--- src/rtl/fifo_pkg.sv ---
// ----------------------------------------------------------------------------
// fifo_pkg
//   Shared constants, types and the fill-level helper for the single-clock
//   FIFO (fifo_core) and its flag generator (fifo_flag_gen).
//   Contents: BIT_DEPTH, WIDTH, DEPTH, FULL, ALMOST_FULL, ALMOST_EMPTY,
//             word_t, ptr_t, buffer_t, fill_level().
// ----------------------------------------------------------------------------
package fifo_pkg;

    localparam int BIT_DEPTH    = 4;
    localparam int WIDTH        = 32;
    localparam int DEPTH        = 1 << BIT_DEPTH;
    localparam int FULL         = DEPTH - 1;
    localparam int ALMOST_FULL  = 10;
    localparam int ALMOST_EMPTY = 4;

    typedef logic [WIDTH-1:0]     word_t;
    typedef logic [BIT_DEPTH-1:0] ptr_t;
    typedef word_t [DEPTH-1:0]    buffer_t;

    // Occupancy from the pointer pair; the BIT_DEPTH-bit subtraction wraps
    // naturally, which is why one slot is always kept free.
    function automatic ptr_t fill_level(input ptr_t wr, input ptr_t rd);
        return ptr_t'(wr - rd);
    endfunction

endpackage

--- src/rtl/fifo_flag_gen.sv ---
// ----------------------------------------------------------------------------
// fifo_flag_gen
//   Purely combinational status flags from the write/read pointers.
//   Also used by the FIFO checker model, so it carries no state.
//   Ports:
//     wr_ptr, rd_ptr  in   BIT_DEPTH  current pointers
//     empty           out  1          fill == 0
//     almost_empty    out  1          fill <= ALMOST_EMPTY
//     almost_full     out  1          fill >= ALMOST_FULL
//     full            out  1          fill == DEPTH-1
// ----------------------------------------------------------------------------
module fifo_flag_gen
    import fifo_pkg::*;
(
    input  ptr_t wr_ptr,
    input  ptr_t rd_ptr,
    output logic empty,
    output logic almost_empty,
    output logic almost_full,
    output logic full
);

    ptr_t fill;

    always_comb begin
        fill         = fill_level(wr_ptr, rd_ptr);
        empty        = (fill == '0);
        almost_empty = (fill <= ptr_t'(ALMOST_EMPTY));
        almost_full  = (fill >= ptr_t'(ALMOST_FULL));
        full         = (fill == ptr_t'(FULL));
    end

endmodule

--- src/rtl/fifo_core.sv ---
// ----------------------------------------------------------------------------
// fifo_core
//   Synchronous single-clock FIFO storage with zero-latency read port.
//   Usable capacity is DEPTH-1 entries. Pointers and storage are exported so
//   a property checker can be bound directly.
//   Optional feature macro: FIFO_ERR_CNT_EN adds an 8-bit saturating count of
//   error cycles on port err_cnt.
//   Ports:
//     clk           in   1           clock, rising edge
//     reset         in   1           asynchronous, active-high
//     push / pop    in   1           write / read requests
//     data_in       in   WIDTH       write data
//     data_out      out  WIDTH       buffer[rd_ptr], combinational
//     empty, almost_empty, almost_full, full   out  status flags
//     error         out  1           illegal request this cycle
//     wr_ptr/rd_ptr out  BIT_DEPTH   pointers
//     buffer        out  DEPTH*WIDTH storage array
//     err_cnt       out  8           only with FIFO_ERR_CNT_EN
// ----------------------------------------------------------------------------
module fifo_core
    import fifo_pkg::*;
(
    input  logic    clk,
    input  logic    reset,
    input  logic    push,
    input  logic    pop,
    input  word_t   data_in,
    output word_t   data_out,
    output logic    empty,
    output logic    almost_empty,
    output logic    almost_full,
    output logic    full,
    output logic    error,
    output ptr_t    wr_ptr,
    output ptr_t    rd_ptr,
    output buffer_t buffer
`ifdef FIFO_ERR_CNT_EN
    ,
    output logic [7:0] err_cnt
`endif
);

    ptr_t    wr_ptr_q, wr_ptr_d;
    ptr_t    rd_ptr_q, rd_ptr_d;
    buffer_t buffer_q, buffer_d;
    logic    push_ok, pop_ok;

    fifo_flag_gen u_flags (
        .wr_ptr       (wr_ptr_q),
        .rd_ptr       (rd_ptr_q),
        .empty        (empty),
        .almost_empty (almost_empty),
        .almost_full  (almost_full),
        .full         (full)
    );

    always_comb begin
        // A simultaneous pop frees the slot, so a push into a full FIFO is legal then.
        push_ok  = push && (!full || pop);
        pop_ok   = pop && !empty;
        error    = (push && full && !pop) || (pop && empty);

        wr_ptr_d = wr_ptr_q;
        rd_ptr_d = rd_ptr_q;
        buffer_d = buffer_q;
        if (push_ok) begin
            buffer_d[wr_ptr_q] = data_in;
            wr_ptr_d           = wr_ptr_q + ptr_t'(1);
        end
        if (pop_ok) begin
            rd_ptr_d = rd_ptr_q + ptr_t'(1);
        end
    end

    always_ff @(posedge clk or posedge reset) begin
        if (reset) begin
            wr_ptr_q <= '0;
            rd_ptr_q <= '0;
        end else begin
            wr_ptr_q <= wr_ptr_d;
            rd_ptr_q <= rd_ptr_d;
        end
    end

    // Storage is deliberately not reset; emptiness is carried by the pointers.
    always_ff @(posedge clk) begin
        buffer_q <= buffer_d;
    end

    assign data_out = buffer_q[rd_ptr_q];
    assign wr_ptr   = wr_ptr_q;
    assign rd_ptr   = rd_ptr_q;
    assign buffer   = buffer_q;

`ifdef FIFO_ERR_CNT_EN
    logic [7:0] err_cnt_q, err_cnt_d;

    always_comb begin
        err_cnt_d = err_cnt_q;
        if (error && (err_cnt_q != 8'hFF)) begin
            err_cnt_d = err_cnt_q + 8'd1;
        end
    end

    always_ff @(posedge clk or posedge reset) begin
        if (reset) begin
            err_cnt_q <= '0;
        end else begin
            err_cnt_q <= err_cnt_d;
        end
    end

    assign err_cnt = err_cnt_q;
`endif

endmodule

--- config.mk ---
export PLATFORM = sky130hd
export DESIGN_NAME = fifo_core
export DESIGN_NICKNAME = d
export VERILOG_FILES = /design/src/rtl/fifo_pkg.sv /design/src/rtl/fifo_flag_gen.sv /design/src/rtl/fifo_core.sv
export SDC_FILE = /design/constraint.sdc
export NUM_CORES = 1
export LEC_CHECK = 0
export CAP_MARGIN = 25
export CORE_AREA = 5 5 228 230
export CTS_CLUSTER_DIAMETER = 120
export DETAILED_ROUTE_END_ITERATION = 7
export DIE_AREA = 0 0 233 235
export GPL_TIMING_DRIVEN = 0
export MAX_ROUTING_LAYER = met4
export PLACE_DENSITY = 0.72
export SLEW_MARGIN = 20
export SYNTH_ARGS = -nofsm -noshare
export SYNTH_HDL_FRONTEND = slang
export SYNTH_HIERARCHICAL = 1
export SYNTH_SLANG_ARGS = --single-unit
--- constraint.sdc ---
create_clock -name clk -period 4.3 [get_ports clk]
set_input_delay 1.075 -clock clk [delete_from_list [all_inputs] [get_ports clk]]
set_output_delay 1.075 -clock clk [all_outputs]
set_load 0.05 [all_outputs]
* Yosys cells after proc, flatten, opt, wreduce, memory -nomap -nowiden *
Cells that the tools add are included.
Widths: inputs -> output; s select.

operators by class
  $add $sub $neg = 3
  multipliers = 0
  divide/modulo/power cells = 0
  $lt $le $gt $ge = 5
  equality and inequality tests = 1
  shift-type cells = 0
  mux-type cells = 5
  bitwise logic cells = 0
  reduce and logical (&&, ||, !) cells = 12

operators by type and width
  kind                 number
  $bwmux 512           1
  $bmux 32 s4          1
  $demux 32 s4         1
  $mux 32              2
  $lt 4x5->1 const B   2
  $add 4x1->4 const B  2
  $logic_and 1x1->1    6
  $eq 4x4->1 const B   1
  $ge 4x1->1 const B   1
  $ge 4x4->1 const B   1
  $le 4x3->1 const B   1
  $logic_not 4->1      1
  $sub 4x4->4          1
  $logic_not 1->1      3
  $logic_or 1x1->1     2

word-level totals
  flip-flop bits (word level) = 520
  bits in latches = 0
  RAM bits = 0
  memory bits (read-only) = 0
  bits of input ports = 36
  output and inout bits = 557
  logic and storage cells = 44
  memories kept = 0

* Depth between registers and ports, before layout *
  depth after elaboration = 5
  gate-level depth with buffers = 10

* Modules after synthesis *
Netlist, hierarchy kept.

by module, submodules not included
  module         instances  cells each  area an instance (um^2)  seq. area each (um^2)
  fifo_core      1          844         19,633.8                 15,574.9
  fifo_flag_gen  1          26          181.4                    0.0

* Worst setup path after synthesis *
No wires, ideal clock.

  path kind = flip-flop to output port
  from = register rd_ptr_q[0] (netlist: rd_ptr[0])
  to = output port error
  data arrival time = 4,002 ps
  setup slack = -777 ps
  cell stages (with the launch flop) = 9
  path through = dfrtp_1 -> ha_1 -> inv_1 -> fa_1 -> xor2_1 -> nand3b_1 -> nor3_1 -> nand2_1 -> o21ai_0

on the way
  word-level cells in the longest chain between the ends = 5
  elaborated cells between the ends (all ways) = 7
  classes of those cells = 1 x add/sub; 1 x eq/ne; 5 x reduce/logical

ends and longest elaborated chain
  item                             RTL line             RTL
  start, declared                  fifo_core.sv:44      ptr_t rd_ptr_q, rd_ptr_d;
  start signal, assigned           fifo_core.sv:81      rd_ptr_q <= rd_ptr_d;
  $sub 4x4->4                      fifo_pkg.sv:24       return ptr_t'(wr - rd);
  $eq 4x4->1                       fifo_flag_gen.sv:30  full = (fill == ptr_t'(FULL));
  net full                         fifo_core.sv:32      output logic full,
  $logic_and 1x1->1 (2 in series)  fifo_core.sv:61      error = (push && full && !pop) || (pop && empty);
  $logic_or 1x1->1                 fifo_core.sv:61
  end, declared                    fifo_core.sv:33      output logic error,

The timed path passes the listed nets, and every way through them passes these cells.

* Final worst setup path *
  from = register rd_ptr_q[3] (netlist: rd_ptr[3])
  to = output port data_out[13]

on the way
  word-level cells in the longest chain between the ends = 2

ends and longest elaborated chain
  item                           RTL line         RTL
  $bmux 32 s4                    fifo_core.sv:90  assign data_out = buffer_q[rd_ptr_q];
  $mux 32 (not written as such)  fifo_core.sv:90
  end, declared                  fifo_core.sv:28  output word_t data_out,

No other way between the ends. The select of a mux whose other input is x is not followed.

==> insert_results.sql <==
INSERT INTO impl_metrics (metric_group, metric, value, unit) VALUES
('timing', 'fin_tns_setup', '0', 'ps'),
('detailed_routing', 'detail_route.drc_violations', '0', ''),
('placement', 'place_hpwl', '54.7', 'mm'),
('grt', 'grt.busiest_layer', 'met2', ''),
('timing', 'period_share', '0.973', ''),
('critical_path', 'rr_startpoint', 'rd_ptr[2]', ''),
('detailed_routing', 'drt.antenna.violating_nets', '0', ''),
('grt', 'global_route.usage.met3', '0.0856', ''),
('detailed_routing', 'routed_wl', '74.4', 'mm'),
('layout', 'nets', '1594', ''),
('cts', 'clkLatencyLatePin', '610', 'ps'),
('min_path', 'hold_path_start', 'rd_ptr[2]', ''),
('min_path', 'hold_path.class', 'reg2reg', ''),
('synthesis', 'synth_largest_area_cell', 'sky130_fd_sc_hd__edfxtp_1', ''),
('placement', 'place_ws', '-179', 'ps'),
('placement', 'finalWeightedCongestion', '0.849', ''),
('grt', 'grt_overflow_total', '0', ''),
('timing', 'max_slew.worst_pin.slew', '976', 'ps'),
('pwr', 'pwr_density_cell', '686', 'mW/mm²'),
('critical_path', 'required', '3220', 'ps'),
('pwr', 'p_leak', '9.67', 'nW'),
('die', 'io-pin-count', '593', ''),
('cts', 'cts.reportedPaths.clkPinSlew', '50', 'ps'),
('timing', 'finalSetupViolations', '0', ''),
('synthesis', 'synth_cell_type_count', '29', ''),
('synthesis', 'count_of_flip_flops_with_a_built_in_enable_after_synthesis', '512', ''),
('timing', 'max_freq', '0.239', 'GHz'),
('critical_path', 'endpoint_kind', 'output pin', ''),
('timing', 'rsz0062_at_grt', 'yes', ''),
('min_path', 'hold-path-cell-count', '1', ''),
('grt', 'global_route.usage.met1', '0.330', ''),
('timing', 'final_ws_setup', '117', 'ps'),
('synthesis', 'synth-main-ff-cell', 'sky130_fd_sc_hd__edfxtp_1', ''),
('placement', 'placed_cells_incl_taps', '2165', ''),
('placement', 'io_buffer_count', '591', ''),
('die', 'floorplan.die_area', '0.0548', 'mm²'),
('timing', 'finalMaxSlewViolations', '0', ''),
('critical_path', 'worst-endpoint-arrival', '3110', 'ps'),
('layout', 'fin_cells', '2264', ''),
('flow_run', 'max_cap_violations', '0', ''),
('synthesis', 'syn_inst_count', '870', ''),
('grt', 'grt_pass1_wl', '102', 'mm'),
('synthesis', 'yosys-top-cells-area', 'sky130_fd_sc_hd__edfxtp_1, sky130_fd_sc_hd__mux4_2, sky130_fd_sc_hd__a22oi_1', ''),
('cts', 'clock-root-buffer', 'sky130_fd_sc_hd__clkbuf_16', ''),
('synthesis', 'share_of_synthesized_registers_carrying_an_async_set_or_reset', '0.0154', ''),
('die', 'dieHeight', '235', 'µm'),
('synthesis', 'ys.warnings.count', '6', ''),
('detailed_routing', 'via_count', '12600', ''),
('critical_path', 'reg2regPathDepth', '10', ''),
('timing', 'period_minus_slack', '4180', 'ps'),
('detailed_routing', 'avgRoutedWirePerCell', '32.9', 'µm'),
('grt', 'grt.met2_usage', '0.444', ''),
('layout', 'area_growth_syn_to_layout', '46.4', '%'),
('cts', 'cts_num_sinks', '520', ''),
('synthesis', 'avgSynthCellArea', '22.8', 'µm²'),
('detailed_routing', 'route.detailed.vias_per_inst', '5.57', ''),
('detailed_routing', 'drt_pass1_iterations', '5', ''),
('critical_path', 'timing.setup.critical_path_class', 'reg2out', ''),
('die', 'placementRows', '82', ''),
('grt', 'grt_pass1_vias', '13300', ''),
('detailed_routing', 'detailedRoute.firstIterationViolations', '1217', ''),
('grt', 'grt_util_overall', '0.272', ''),
('run_status', 'status', 'finished clean', ''),
('synthesis', 'yosysSeqAreaShare', '0.786', ''),
('cts', 'ctsHoldBuffers', '0', ''),
('critical_path', 'regToRegEndpoint', 'buffer[484]', ''),
('critical_path', 'critPathMaxFanout', '10', ''),
('cts', 'htree_num_levels', '2', ''),
('synthesis', 'synth_area', '0.0198', 'mm²'),
('pwr', 'vdd_drop_max', '613', 'µV'),
('cts', 'max-clock-path-buffers', '3', '');
what timing repair did:
action,CTS,global route
setup buffers,0,0
gates resized for setup,80,20
endpoints found under the setup margin,35,21
where the power goes:
group / switching (W) / internal, W
sequential: 0.000303 / 0.00616
clock: 0.00192 / 0.00233
combinational: 0.00616 / 0.00303
critical path: stages (launching register included):
cell,delay [ps]
sky130_fd_sc_hd__dfrtp_1,530
sky130_fd_sc_hd__and2_1,170
sky130_fd_sc_hd__clkbuf_1,330
sky130_fd_sc_hd__clkbuf_1,650
sky130_fd_sc_hd__a22oi_1,190
sky130_fd_sc_hd__nand2_1,110
sky130_fd_sc_hd__dlygate4sd2_1,540
layout make-up:
| class | instances | area [µm²] |
|---|---|---|
| Fill cell | 3766 | 20600 |
| Sequential cell | 520 | 15600 |
| Timing Repair Buffer | 623 | 6550 |
| Multi-Input combinational cell | 295 | 4120 |
| Clock buffer | 72 | 1430 |
| Tap cell | 672 | 841 |
| Buffer | 47 | 319 |
| Clock inverter | 27 | 156 |
| Inverter | 8 | 30.0 |
per-stage QoR:
stage | hold WS [ps] | total power [W] | utilization | area [µm²]
after CTS | 661 | 0.0200 | 0.584 | 29000
after floorplan | 855 | 0.0123 | - | 19800
after global routing | 710 | 0.0206 | 0.584 | 29000
final | 663 | 0.0199 | 0.584 | 29000
after detailed placement | 636 | 0.0160 | 0.552 | 27400
after global placement | 611 | 0.0156 | 0.536 | 26600
registers in the layout, summed over array words and instances, names as in the netlist:
signal  cells
buffer    512
rd_ptr      4
wr_ptr      4
layer usage:
layer	vias up	share of wire
met5	-	0
met4	0	0.029
met3	118	0.11
met2	812	0.50
met1	6614	0.36
li1	5064	-
synth_stat cells, types with 5 or more instances:
| master | count |
|---|---|
| sky130_fd_sc_hd__edfxtp_1 | 512 |
| sky130_fd_sc_hd__mux4_2 | 128 |
| sky130_fd_sc_hd__a22oi_1 | 64 |
| sky130_fd_sc_hd__nand2_1 | 37 |
| sky130_fd_sc_hd__clkbuf_1 | 21 |
| sky130_fd_sc_hd__nor2_1 | 15 |
| sky130_fd_sc_hd__buf_1 | 11 |
| sky130_fd_sc_hd__dfrtp_1 | 8 |
| sky130_fd_sc_hd__ha_1 | 8 |
| sky130_fd_sc_hd__inv_1 | 8 |
| sky130_fd_sc_hd__buf_4 | 6 |
| sky130_fd_sc_hd__nor3_1 | 6 |
| sky130_fd_sc_hd__xnor2_1 | 6 |
| sky130_fd_sc_hd__buf_6 | 5 |
| sky130_fd_sc_hd__o211ai_1 | 5 |
logic make-up after synthesis:
family | share of synthesized area
AND/OR/NAND/NOR | 0.0155
multiplexers | 0.147
flip-flops | 0.786
adder cells (fa/ha/maj) | 0.00606
XOR/XNOR | 0.00398
AO/OA/AOI/OAI | 0.0281
buffers and inverters | 0.0137
worst max path at each step:
stage / start / end / slack, ps
2_1_floorplan: rd_ptr[0] / error / -300
3_5_place_dp: rd_ptr[1] / data_out[17] / -180
6_report: rd_ptr[3] / data_out[13] / 120
4_1_cts: rd_ptr[3] / data_out[16] / 10
3_3_place_gp: push / buffer[140] / -1560
5_1_grt: rd_ptr[0] / data_out[31] / -10
cells in the final DEF, fill, tap and decap left out, drive strengths merged, types with 2 or more instances in the layout:
cell,Yosys,layout
clkdlybuf4s50,0,554
edfxtp,512,512
mux4,128,128
clkbuf,21,96
a22oi,64,64
buf,26,55
nand2,37,37
dlygate4sd2,0,32
clkinv,0,19
nor2,15,15
inv,8,11
ha,8,8
dfrtp,8,8
xnor2,6,6
nor3,6,6
o211ai,5,5
clkinvlp,0,5
nor2b,4,4
a21oi,4,4
xor2,3,3
clkdlybuf4s18,0,3
o21ai,2,2
mux2,2,2
nand2b,2,2
and3,2,2
dlymetal6s2s,0,2
nand3b,2,2
Power figures use the tool's default switching activity.
